**src/rtl/reg_writeback_ctrl.sv**
```systemverilog
// rtl/reg_writeback_ctrl.sv - two-source register-file writeback arbiter with per-source FIFOs
// Optional key check compiled in with WB_KEY_CHECK_EN.
module reg_writeback_ctrl #(
  parameter int FIFO_DEPTH = 2
) (
  input  logic        clk,
  input  logic        rst,
  input  logic        alu_valid,
  input  logic [4:0]  alu_rd,
  input  logic [31:0] alu_data,
  output logic        alu_ready,
  input  logic        mem_valid,
  input  logic [4:0]  mem_rd,
  input  logic [31:0] mem_data,
  output logic        mem_ready,
  input  logic [15:0] key_in,
  input  logic [15:0] key_access,
  input  logic        fault_clr,
  output logic        wr_en,
  output logic [4:0]  wr_addr,
  output logic [31:0] wr_data,
  output logic        wr_src,
  output logic        key_fault,
  output logic [7:0]  drop_count,
  output logic        locked
);

  localparam int AW = $clog2(FIFO_DEPTH);
  localparam int CW = AW + 1;
  localparam logic [CW-1:0] FULL = CW'(FIFO_DEPTH);

  typedef enum logic {RUN = 1'b0, LOCKED = 1'b1} state_t;

  state_t r_state, w_state_nxt;

  logic [36:0]   r_alu_buf [FIFO_DEPTH];
  logic [36:0]   r_mem_buf [FIFO_DEPTH];
  logic [AW-1:0] r_alu_wp, r_alu_rp, r_mem_wp, r_mem_rp;
  logic [CW-1:0] r_alu_cnt, r_mem_cnt;
  logic          r_last_mem;
  logic          r_wr_en, r_wr_src;
  logic [4:0]    r_wr_addr;
  logic [31:0]   r_wr_data;

  logic        w_alu_push, w_mem_push, w_alu_ne, w_mem_ne;
  logic        w_pop_alu, w_pop_mem, w_issue, w_drop, w_key_match;
  logic [36:0] w_grant_entry;

  // Ready depends on current occupancy only, so a same-cycle pop never frees a slot early.
  assign alu_ready  = ~rst & (r_alu_cnt != FULL) & (r_state == RUN);
  assign mem_ready  = ~rst & (r_mem_cnt != FULL) & (r_state == RUN);
  assign w_alu_push = alu_valid & alu_ready;
  assign w_mem_push = mem_valid & mem_ready;
  assign w_alu_ne   = (r_alu_cnt != '0);
  assign w_mem_ne   = (r_mem_cnt != '0);

`ifdef WB_KEY_CHECK_EN
  assign w_key_match = (key_in == key_access);
`else
  logic w_unused_keys;
  assign w_key_match   = 1'b1;
  assign w_unused_keys = ^{key_in, key_access, fault_clr, w_drop};
`endif

  always_comb begin
    w_state_nxt   = r_state;
    w_pop_alu     = 1'b0;
    w_pop_mem     = 1'b0;
    w_issue       = 1'b0;
    w_drop        = 1'b0;
    w_grant_entry = r_alu_buf[r_alu_rp];
    if (r_state == RUN) begin
      if (w_alu_ne && (!w_mem_ne || r_last_mem)) begin
        w_pop_alu = 1'b1;
      end else if (w_mem_ne) begin
        w_pop_mem     = 1'b1;
        w_grant_entry = r_mem_buf[r_mem_rp];
      end
      if (w_pop_alu || w_pop_mem) begin
        if (!w_key_match) begin
          w_drop      = 1'b1;
          w_state_nxt = LOCKED;
        end else begin
          w_issue = (w_grant_entry[36:32] != 5'd0);
        end
      end
    end else if (w_key_match) begin
      w_state_nxt = RUN;
    end
  end

  always_ff @(posedge clk or posedge rst) begin
    if (rst) r_state <= RUN;
    else     r_state <= w_state_nxt;
  end

  always_ff @(posedge clk) begin
    if (w_alu_push) r_alu_buf[r_alu_wp] <= {alu_rd, alu_data};
    if (w_mem_push) r_mem_buf[r_mem_wp] <= {mem_rd, mem_data};
  end

  always_ff @(posedge clk or posedge rst) begin
    if (rst) begin
      r_alu_wp  <= '0;
      r_alu_rp  <= '0;
      r_alu_cnt <= '0;
      r_mem_wp  <= '0;
      r_mem_rp  <= '0;
      r_mem_cnt <= '0;
    end else begin
      if (w_alu_push) r_alu_wp <= r_alu_wp + 1'b1;
      if (w_pop_alu)  r_alu_rp <= r_alu_rp + 1'b1;
      if (w_mem_push) r_mem_wp <= r_mem_wp + 1'b1;
      if (w_pop_mem)  r_mem_rp <= r_mem_rp + 1'b1;
      case ({w_alu_push, w_pop_alu})
        2'b10:   r_alu_cnt <= r_alu_cnt + 1'b1;
        2'b01:   r_alu_cnt <= r_alu_cnt - 1'b1;
        default: r_alu_cnt <= r_alu_cnt;
      endcase
      case ({w_mem_push, w_pop_mem})
        2'b10:   r_mem_cnt <= r_mem_cnt + 1'b1;
        2'b01:   r_mem_cnt <= r_mem_cnt - 1'b1;
        default: r_mem_cnt <= r_mem_cnt;
      endcase
    end
  end

  // r_last_mem starts at 1 so the ALU wins the first tie.
  always_ff @(posedge clk or posedge rst) begin
    if (rst) begin
      r_last_mem <= 1'b1;
      r_wr_en    <= 1'b0;
      r_wr_addr  <= 5'd0;
      r_wr_data  <= 32'd0;
      r_wr_src   <= 1'b0;
    end else begin
      r_wr_en <= w_issue;
      if (w_pop_alu || w_pop_mem) r_last_mem <= w_pop_mem;
      if (w_issue) begin
        r_wr_addr <= w_grant_entry[36:32];
        r_wr_data <= w_grant_entry[31:0];
        r_wr_src  <= w_pop_mem;
      end
    end
  end

  assign wr_en   = r_wr_en;
  assign wr_addr = r_wr_addr;
  assign wr_data = r_wr_data;
  assign wr_src  = r_wr_src;

`ifdef WB_KEY_CHECK_EN
  logic       r_key_fault;
  logic [7:0] r_drop_count;

  // A new mismatch outranks fault_clr in the same cycle.
  always_ff @(posedge clk or posedge rst) begin
    if (rst) begin
      r_key_fault  <= 1'b0;
      r_drop_count <= 8'd0;
    end else if (w_drop) begin
      r_key_fault <= 1'b1;
      if (r_drop_count != 8'hFF) r_drop_count <= r_drop_count + 8'd1;
    end else if (fault_clr) begin
      r_key_fault <= 1'b0;
    end
  end

  assign key_fault  = r_key_fault;
  assign drop_count = r_drop_count;
  assign locked     = (r_state == LOCKED);
`else
  assign key_fault  = 1'b0;
  assign drop_count = 8'd0;
  assign locked     = 1'b0;
`endif

endmodule

```
**config.mk**
```make
export PLATFORM = sky130hd
export DESIGN_NAME = reg_writeback_ctrl
export DESIGN_NICKNAME = d
export VERILOG_FILES = /design/src/rtl/reg_writeback_ctrl.sv
export SDC_FILE = /design/constraint.sdc
export NUM_CORES = 1
export LEC_CHECK = 0
export CAP_MARGIN = 25
export CORE_MARGIN = 4
export CORE_UTILIZATION = 45
export CTS_BUF_LIST = sky130_fd_sc_hd__clkbuf_8 sky130_fd_sc_hd__clkbuf_16
export DETAILED_ROUTE_END_ITERATION = 12
export GPL_ROUTABILITY_DRIVEN = 0
export PLACE_DENSITY = 0.72
export SETUP_SLACK_MARGIN = 0.3
export SYNTH_ARGS = -nofsm -noshare
export SYNTH_HDL_FRONTEND = slang
export SYNTH_SLANG_ARGS = --single-unit
```
**constraint.sdc**
```tcl
create_clock -name clk -period 6.2 [get_ports clk]
set_clock_uncertainty 0.15 [all_clocks]
set_input_delay 0.62 -clock clk [delete_from_list [all_inputs] [get_ports clk]]
set_output_delay 0.62 -clock clk [all_outputs]
set_load 0.05 [all_outputs]
```
Word-level counts from Yosys, hierarchy flattened
Memory sizes are Yosys's and may differ from the RTL's.
Cells that the tools add are included.

word-level totals
  input port bits = 111
  register bits after elaboration = 48
  RAM bits = 148
  output and inout bits = 51
  memories = 2
  logic and storage cells = 53

memory list
  memory     words  width  read ports  clocked after Yosys merged registers in  write ports  line  text
  r_alu_buf  2      37     1           0                                        1            36    logic [36:0] r_alu_buf [FIFO_DEPTH];
  r_mem_buf  2      37     1           0                                        1            37    logic [36:0] r_mem_buf [FIFO_DEPTH];

cells by class
  bitwise gates (word level) = 5
  add/sub/neg operators = 8
  reduce and logical (&&, ||, !) cells = 9
  equal/unequal tests = 6
  mux-type cells = 12

operators by type and width
  operator               number
  $mux W37               2
  $mux W1                8
  $pmux W2 S2            2
  $reduce_bool A2 Y1     4
  $reduce_bool A5 Y1     1
  $add A1 B1 Y1 const B  4
  $add A2 B1 Y2 const B  2
  $and A1 B1 Y1          4
  $eq A2 B1 Y1 const B   2
  $eq A2 B2 Y1 const B   2
  $ne A2 B2 Y1 const B   2
  $sub A2 B1 Y2 const B  2
  $logic_or A1 B1 Y1     2
  $logic_and A1 B1 Y1    1
  $logic_not A1 Y1       1
  $not A1 Y1             1

Depth between registers and ports, before layout
Gate-level depths: netlist of the first run.

  word-level depth = 7
  depth in mapped cells = 7
  gate-level depth less buffers = 7

Least setup slack after synthesis of the first run
No wires, ideal clock.

  path kind = input-to-reg
  from = input port rst
  to = memory r_alu_buf[0][0], enable pin
  required time = 5.619 ns
  slack = 2.305 ns
  cell stages on the path = 3
  library setup time = 0.431 ns
  path buffers = 0
  data arrival time = 3.313 ns
  cell sequence = a21oi_1 -> nand2_1 -> nor2_1

on the way
  word-level cells in the longest chain between the ends = 5

ends and longest elaborated chain
  what                           line  text
  start, declared                7     input logic rst,
  $not A1 Y1                     50    assign alu_ready = ~rst & (r_alu_cnt != FULL) & (r_state == RUN);
  $and A1 B1 Y1                  50
  $and A1 B1 Y1                  52    assign w_alu_push = alu_valid & alu_ready;
  $mux W1                        98    if (w_alu_push) r_alu_buf[r_alu_wp] <= {alu_rd, alu_data};
  $mux W1 (implied by the code)  98
  end, declared                  36

Every way passes these cells.

Worst setup path in the final report of the first run
  from = register r_mem_cnt[0]
  to = register r_wr_data[7] (netlist: wr_data[7])

on the way
  word-level cells in the longest chain between the ends = 7
  elaborated cells on any way between the ends = 12
  those cells by class = 6 x mux; 6 x reduce/logical

ends and longest elaborated chain
  what                    line  text
  start, declared         39    logic [CW-1:0] r_alu_cnt, r_mem_cnt;
  start signal, assigned  121   2'b10: r_mem_cnt <= r_mem_cnt + 1'b1;
  start signal, assigned  122   2'b01: r_mem_cnt <= r_mem_cnt - 1'b1;
  start signal, assigned  123   default: r_mem_cnt <= r_mem_cnt;
  $reduce_bool A2 Y1 *    55    assign w_mem_ne = (r_mem_cnt != '0);
  $logic_not A1 Y1        73    if (w_alu_ne && (!w_mem_ne || r_last_mem)) begin
  $logic_or A1 B1 Y1      73
  $logic_and A1 B1 Y1     73
  $mux W1 *               73
  net w_pop_mem           46    logic w_pop_alu, w_pop_mem, w_issue, w_drop, w_key_match;
  $logic_or A1 B1 Y1 *    79    if (w_pop_alu || w_pop_mem) begin
  $mux W1 *               79
  end signal, assigned    141   r_wr_data <= w_grant_entry[31:0];
  end, declared           43    logic [31:0] r_wr_data;

The timed path passes the listed nets; every way through them passes the cells marked *.
A chain may end at the register's enable or synchronous reset.

==> results.json, run 1 <==
{
  "hold_start": "wr_data[6]",
  "n_fill_cell": 1335,
  "synth_top_family_by_area": "multiplexers",
  "path_clk_slew_ps": 60,
  "cts_tree": "built",
  "cp-start-kind": "flip-flop",
  "synth-main-ff-cell": "edfxtp_1",
  "setup_tns_ps": 0,
  "ios": 162,
  "grt_max_degree": 49,
  "critPathKind": "reg -> reg",
  "synth_seq_area_share_pct": 71.8,
  "ant_nets": 0,
  "cts_buffers": 17,
  "rows": 48,
  "ys_async_sr_fraction_pct": 24.5,
  "hold_path_class": "reg -> reg",
  "clock_sinks": 196,
  "leakagePower_nw": 3.53,
  "postCtsResizedCells": 0,
  "htree_levels": 4,
  "finalWorstSetupSlack_ps": 3080,
  "detailed_place_hpwl_um": 9600,
  "timing.hold.ws_ps": 341,
  "worstReg2RegStart": "r_mem_cnt[0]",
  "syn2layout_area_growth_pct": 23.8,
  "drt-initial-drc-count": 171,
  "total_power_mw": 5.29,
  "fmax_mhz": 321,
  "cp_max_fo": 40,
  "max-slew-margin-rel_pct": 35.7,
  "die_h_um": 140,
  "maxCapViolCount": 0,
  "antenna_found_initial": 0,
  "cts-hold-fix-buffers": 0,
  "drtPass1Iterations": 4,
  "core_area_um2": 17200,
  "synth.area.top_cells": "edfxtp_1 (57%), dfrtp_1 (15%), mux2_4 (5.5%)",
  "vdd_ir_drop_max_uv": 307,
  "cts.path.max_buffers": 2,
  "required_ps": 6350,
  "die_x_um": 140,
  "synth-compound-area-share_pct": 6.62,
  "synth-simple-area-share_pct": 4.79,
  "wl_per_cell_um": 18.7,
  "yosysMostFrequentCell": "edfxtp_1",
  "arrival_ps": 3270,
  "start_util_pct": 45.6,
  "synth_cells": 467,
  "synth_largest_area_cell": "edfxtp_1",
  "synth_edf_count": 148,
  "hold_viol_final": 0,
  "finalCritPeriodShare_pct": 50.2,
  "p_per_area_nw_per_um2": 544,
  "status": "completed",
  "ys_top_cells_by_count": "edfxtp_1 (148), dfrtp_1 (47), a21oi_1 (40), mux2i_1 (40)",
  "grt_pass1_wl_um": 24400,
  "yosys_warnings": 0,
  "die-area_um2": 19600,
  "clk_latency_ps": 420,
  "drive_gt1_share_pct": 14.4,
  "io_buffer_count": 118,
  "cts-root-buf": "clkbuf_16",
  "grt_pass1_vias": 4600,
  "final_util_pct": 56.5,
  "via_count": 4223,
  "startpoint": "r_mem_cnt[0]",
  "muxShareOfSynthArea_pct": 11.8,
  "worstMarginPinSlew_ps": 965,
  "period_minus_slack_ps": 3120,
  "preCtsSetupSlack_ps": 3060,
  "end_kind": "flip-flop",
  "postSynthAreaPerCell_um2": 16.8,
  "drc": 0,
  "synthXorXnorAreaFrac_pct": 1.11,
  "post-cts-setup-buffers": 0,
  "setup_viol": 0,
  "vias_per_cell": 5.13,
  "grt_overflow": 0,
  "synth_area_um2": 7860,
  "grtUsageTotal_pct": 16.0,
  "fin_nets": 699,
  "insertedDiodeCount": 0,
  "ys_ff_latch": 196,
  "drt_wl_total_um": 15400,
  "finalMaxSlewViolations": 0,
  "synth_top_area_share_pct": 56.5,
  "synth_adder_area_share_pct": 0.318,
  "synth_cell_types": 38,
  "rsz0062_at_grt": "false"
}
[cell usage in the layout (no fill, tap or decap), drive strengths merged, types with 7 or more instances in the layout]
cell | synthesis | final
a21oi | 41 | 41
nor2 | 7 | 7
edfxtp | 148 | 148
nor2b | 36 | 36
mux2i | 40 | 40
mux2 | 37 | 37
buf | 29 | 7
a211oi | 36 | 36
xnor2 | 7 | 7
clkbuf | 5 | 19
inv | 5 | 9
clkdlybuf4s50 | 0 | 118
dfrtp | 47 | 47
conb | 1 | 10
[power by group]
group          internal, mW  total, mW  switching [mW]
Sequential             1.74       1.95           0.207
Combinational          1.04       2.37            1.33
Clock                 0.525      0.976           0.451
Total                  3.30       5.29            1.99
[stage by stage]
stage                     instance area [um^2]  std cells
after floorplan                           7890        476
after global placement                    9160        790
after detailed placement                  9180        791
after CTS                                 9700        823
after global routing                      9730        824
final                                     9730        824
[worst max-delay path, cell delays in order, from the launching register on]
cell	delay [ps]
dfrtp_1	450
or2_4	300
nand2_2	590
buf_4	520
inv_2	130
nand3_2	150
nand2_8	270
mux2_1	400
[sequential cells by signal (all words and copies together), names as in the netlist]
signal / flops
r_last_mem: 1
r_mem_cnt: 2
r_alu_buf: 74
r_alu_wp: 1
r_mem_rp: 1
r_mem_wp: 1
wr_addr: 5
wr_data: 32
wr_src: 1
r_alu_rp: 1
wr_en: 1
r_mem_buf: 74
r_alu_cnt: 2
[layer usage]
metal | vias to the layer above | global-route usage, % | wire length, um
li1 | 1995 | - | -
met1 | 2095 | 19.5 | 6660
met2 | 114 | 27.5 | 7770
met3 | 19 | 4.37 | 723
met4 | 0 | 5.35 | 220
met5 | - | 0 | 0
[worst paths after layout]
check	endpoint	slack [ps]	depth (start not counted)
worst max-delay path	wr_data[7]	3080	7
max in group asynchronous	r_mem_rp	4720	3
worst min-delay path	wr_data[6]	340	1
worst min register to register	wr_data[6]	340	1
worst max register to register	wr_data[7]	3080	7
min in group asynchronous	r_mem_cnt[0]	660	3
[area by class of cell]
| cell class | count | area [um^2] | area share (%) |
|---|---|---|---|
| inverters | 5 | 18.8 | 0.193 |
| multi-input cells | 241 | 1990 | 20.5 |
| repair buffers | 125 | 1270 | 13.0 |
| clock buffers | 19 | 453 | 4.65 |
| flip-flops and latches | 196 | 5650 | 58.0 |
| clock inverters | 13 | 72.6 | 0.746 |
| well taps | 225 | 282 | 2.89 |
[cells by family after synthesis]
family	count (synthesis)
xor+xnor	10
flops	196
compound gates	83
mux	77
fa+ha+maj	2
simple gates	59
buf+inv	39
other cells	1
No activity file was read; power rests on OpenSTA's default activity.
==> run 2, diff against run 1 <==
PLACE_DENSITY = 0.74   (was 0.72)
clock period = 2.8 ns   (was 6.2 ns; I/O delays follow)
==> run 2 against run 1 <==
Against the previous run:
- clock power increased by 130%
- clock-buffer cell count shrank 2
- routed wire length grew 1.5%
- hold slack worse by 63 ps
- non-clock buffer count is 7 higher
- critical path type unchanged
- largest cell class unchanged
==> results.json, run 2 (synthesis results as in run 1) <==
{
  "ant_nets": 0,
  "grt_max_degree": 58,
  "grt_pass1_wl_um": 24700,
  "antenna_found_initial": 0,
  "die_h_um": 140,
  "worstMarginPinSlew_ps": 790,
  "start_util_pct": 45.6,
  "maxCapViolCount": 0,
  "setup_viol": 0,
  "clock_sinks": 196,
  "arrival_ps": 2410,
  "max-slew-margin-rel_pct": 47.3,
  "required_ps": 2950,
  "grt_overflow": 0,
  "crit_slowest_cell": "dfrtp_1",
  "syn2layout_area_growth_pct": 24.9,
  "via_count": 4261,
  "drc": 0,
  "drtPass1Iterations": 4,
  "drt_wl_total_um": 15600,
  "detailed_place_hpwl_um": 10200,
  "cts.path.max_buffers": 2,
  "finalCritPeriodShare_pct": 80.8,
  "slowest_delay_ps": 450,
  "total_power_mw": 11.9,
  "reg2reg_setup_slack_ps": 540,
  "p_per_area_nw_per_um2": 1210,
  "die_x_um": 140,
  "path_buf_inv": 0,
  "final_util_pct": 57.0,
  "grtUsageTotal_pct": 16.4,
  "cts_buffers": 17,
  "cp_max_fo": 37,
  "path_delay_family": "simple AND/OR/NAND/NOR gates",
  "cp_cell_sequence": "or2_4 > a21oi_2 > nand2_4 > nand2_8 > mux2_2",
  "finalMaxSlewViolations": 0,
  "hold_path_class": "in -> async",
  "end_kind": "flip-flop",
  "final_cell_mix": "edfxtp_1 (148), clkdlybuf4s50_1 (116), dfrtp_1 (45), mux2i_1 (40), a21oi_1 (38)",
  "grt_pass1_vias": 4632,
  "wl_per_cell_um": 18.8,
  "vdd_ir_drop_max_uv": 647,
  "cts-root-buf": "clkbuf_16",
  "hold_viol_final": 0,
  "die-area_um2": 19600,
  "cts_tree": "built",
  "cp-start-kind": "flip-flop",
  "timing.hold.ws_ps": 278,
  "io_buffer_count": 118,
  "htree_levels": 4,
  "period_minus_slack_ps": 2260,
  "path_clk_slew_ps": 70,
  "clk_latency_ps": 430,
  "drt-initial-drc-count": 220,
  "vias_per_cell": 5.13,
  "critPathKind": "reg -> reg",
  "final_common_cell": "edfxtp_1",
  "finalWorstSetupSlack_ps": 538,
  "rows": 48,
  "insertedDiodeCount": 0,
  "core_area_um2": 17200,
  "leakagePower_nw": 3.59,
  "rsz0062_at_grt": "false",
  "status": "completed",
  "fin_nets": 706,
  "ios": 162,
  "fmax_mhz": 442,
  "drive_gt1_share_pct": 16.2,
  "preCtsSetupSlack_ps": 551,
  "setup_tns_ps": 0
}
[run 2: cell count changes in the layout (fill, tap and decap cells not counted), sizes merged, moves of 2 or more]
cell / before / now
buf: 7 / 14
inv: 9 / 12
clkbuf: 19 / 17
clkdlybuf4s50: 118 / 116
dlymetal6s2s: 0 / 2
[run 2: worst paths after layout]
path | endpoint | startpoint | cells past startpoint
min reg2reg | wr_data[6] | wr_data[6] | 1
max in group asynchronous | wr_data[22] | rst | 3
max reg2reg | wr_data[5] | r_mem_cnt[0] | 5
min in group clk | r_alu_buf[1][8] | alu_data[8] | 1
max | wr_data[5] | r_mem_cnt[0] | 5
min | r_alu_wp | rst | 2
[run 2: metal layers]
| layer | global-route usage (%) | up-vias | routed length, um |
|---|---|---|---|
| li1 | - | 2006 | - |
| met1 | 20.7 | 2138 | 6730 |
| met2 | 27.7 | 102 | 8060 |
| met3 | 4.23 | 15 | 625 |
| met4 | 5.30 | 0 | 175 |
| met5 | 0 | - | 0 |
[run 2: timing repair]
item,in CTS,in global routing
hold buffers,0,0
setup buffers,0,0
endpoints found under the setup margin,0,2
resized for setup,0,2
[run 2: final cells by class]
type | instances | area (um^2)
Clock buffer | 17 | 425
Clock inverter | 15 | 128
Fill cell | 1325 | 7420
Inverter | 5 | 18.8
Multi-Input combinational cell | 241 | 2000
Sequential cell | 196 | 5650
Tap cell | 225 | 282
Timing Repair Buffer | 132 | 1320
[run 2: worst reg2reg max path, delay by kind of cell (launching register included)]
| kind | cells | cell delay (ps) |
|---|---|---|
| AOI/OAI and AO/OA | 1 | 320 |
| DFF | 1 | 450 |
| muxes | 1 | 470 |
| and+or+nand+nor | 3 | 750 |
[run 2: metrics by stage]
stage / cells / instance area [um^2]
3_3_place_gp: 799 / 9260
2_1_floorplan: 476 / 7920
4_1_cts: 831 / 9810
5_1_grt: 831 / 9820
3_5_place_dp: 799 / 9260
6_report: 831 / 9820
[run 2: report_power, final]
| part | switching (mW) | internal [mW] | leakage [nW] |
|---|---|---|---|
| Clock | 1.05 | 1.23 | 0.270 |
| Combinational | 3.06 | 2.34 | 1.42 |
| Sequential | 0.376 | 3.85 | 1.90 |
==> run 3, diff against run 2 <==
PLACE_DENSITY = 0.72   (was 0.74)
clock period = 2.35 ns   (was 2.8 ns; I/O delays follow)
==> run 3 against run 2 <==
Against the previous run:
- non-clock buffer count grew 10
- highest routed layer unchanged
- register-to-register slack worse by 180 ps
- final area up 2.9%
- routed wire length increased by 0.39%
- clock power is 21% higher
- worst setup slack worse by 190 ps
- power increased by 24%
==> results.json, run 3 (synthesis results as in run 1) <==
{
  "grt_pass1_wl_um": 24500,
  "status": "completed",
  "drive_gt1_share_pct": 20.3,
  "finalCritPeriodShare_pct": 85.0,
  "io_buffer_count": 118,
  "start_util_pct": 45.6,
  "leakagePower_nw": 3.74,
  "drtPass1Iterations": 4,
  "fin_nets": 716,
  "grt_overflow": 0,
  "maxCapViolCount": 0,
  "insertedDiodeCount": 0,
  "place_inst": 801,
  "hold_viol_final": 0,
  "preCtsSetupSlack_ps": 254,
  "clock_sinks": 196,
  "drt-initial-drc-count": 231,
  "htree_levels": 4,
  "final_common_cell": "edfxtp_1",
  "path_buf_inv": 1,
  "period_minus_slack_ps": 2000,
  "crit_slowest_cell": "clkdlybuf4s50_1",
  "slowest_delay_ps": 820,
  "rows": 48,
  "setup_viol": 0,
  "syn2layout_area_growth_pct": 28.5,
  "antenna_found_initial": 0,
  "cts-root-buf": "clkbuf_16",
  "cts.path.max_buffers": 2,
  "ios": 162,
  "cp-start-kind": "flip-flop",
  "finalMaxSlewViolations": 0,
  "regArea_um2": 5650,
  "setup_tns_ps": 0,
  "hold_path_class": "in -> async",
  "critPathKind": "reg -> out",
  "n_fill_cell": 1274,
  "path_delay_family": "buffers and inverters",
  "arrival_ps": 1610,
  "place_area_um2": 9370,
  "die_h_um": 140,
  "path_clk_slew_ps": 70,
  "p_per_area_nw_per_um2": 1460,
  "grt_pass1_vias": 4615,
  "die-area_um2": 19600,
  "finalWorstSetupSlack_ps": 352,
  "timing.hold.ws_ps": 79.0,
  "cts_tree": "built",
  "grtUsageTotal_pct": 16.1,
  "core_area_um2": 17200,
  "vias_per_cell": 5.15,
  "cts_buffers": 17,
  "grt_max_degree": 76,
  "wl_per_cell_um": 18.6,
  "drc": 0,
  "total_power_mw": 14.8,
  "required_ps": 1970,
  "cp_cell_sequence": "clkdlybuf4s50_1",
  "ant_nets": 0,
  "max-slew-margin-rel_pct": 61.1,
  "fmax_mhz": 501,
  "final_area_um2": 10100,
  "cp_max_fo": 2,
  "multi_input_area_um2": 2110,
  "vdd_ir_drop_max_uv": 781,
  "clk_latency_ps": 420,
  "end_kind": "output port",
  "final_util_pct": 58.6,
  "final_cell_count_no_fill": 841,
  "drt_wl_total_um": 15700,
  "die_x_um": 140,
  "detailed_place_hpwl_um": 9870,
  "via_count": 4332,
  "worstMarginPinSlew_ps": 583,
  "final_cell_mix": "edfxtp_1 (148), clkdlybuf4s50_1 (108), dfrtp_1 (42), mux2i_1 (40), a21oi_1 (38)",
  "rsz0062_at_grt": "true"
}
-- run 3: worst paths after layout --
kind	from	endpoint	slack, ps	cells after the start
max	wr_src	wr_src	350	1
min	rst	wr_data[4]	80	2
max reg2reg	r_alu_cnt[1]	wr_data[15]	360	7
min reg2reg	wr_data[6]	wr_data[6]	340	1
max in group asynchronous	rst	r_last_mem	1420	3
min in group clk	alu_data[13]	r_alu_buf[0][13]	240	1
-- run 3: what timing repair did --
item / 4_1_cts / 5_1_grt
resized for setup: 3 / 21
hold buffers: 0 / 0
endpoints found under the setup margin: 21 / 40
pin swaps: 1 / 1
buffers inserted: 4 / 4
endpoints found under the hold margin: 0 / 0
-- run 3: area by class of cell --
class	count	share of cell area [%]
Timing Repair Buffer	142	14.6
Clock buffer	18	4.35
Tap cell	225	2.79
Inverter	5	0.186
Multi-Input combinational cell	241	20.9
Clock inverter	14	1.24
Sequential cell	196	56.0
-- run 3: power breakdown --
part           total [mW]  internal (mW)  switching [mW]  leakage (nW)
registers            5.04           4.60           0.443          1.90
clock network        2.75           1.57            1.18         0.294
logic                6.97           3.13            3.84          1.54
total                14.8           9.31            5.46          3.74
-- run 3: layer usage --
layer	wire length (um)	vias up	track usage, %
li1	-	2020	-
met1	6760	2166	20.8
met2	7830	129	27.0
met3	866	17	4.37
met4	197	0	4.69
met5	0	-	0
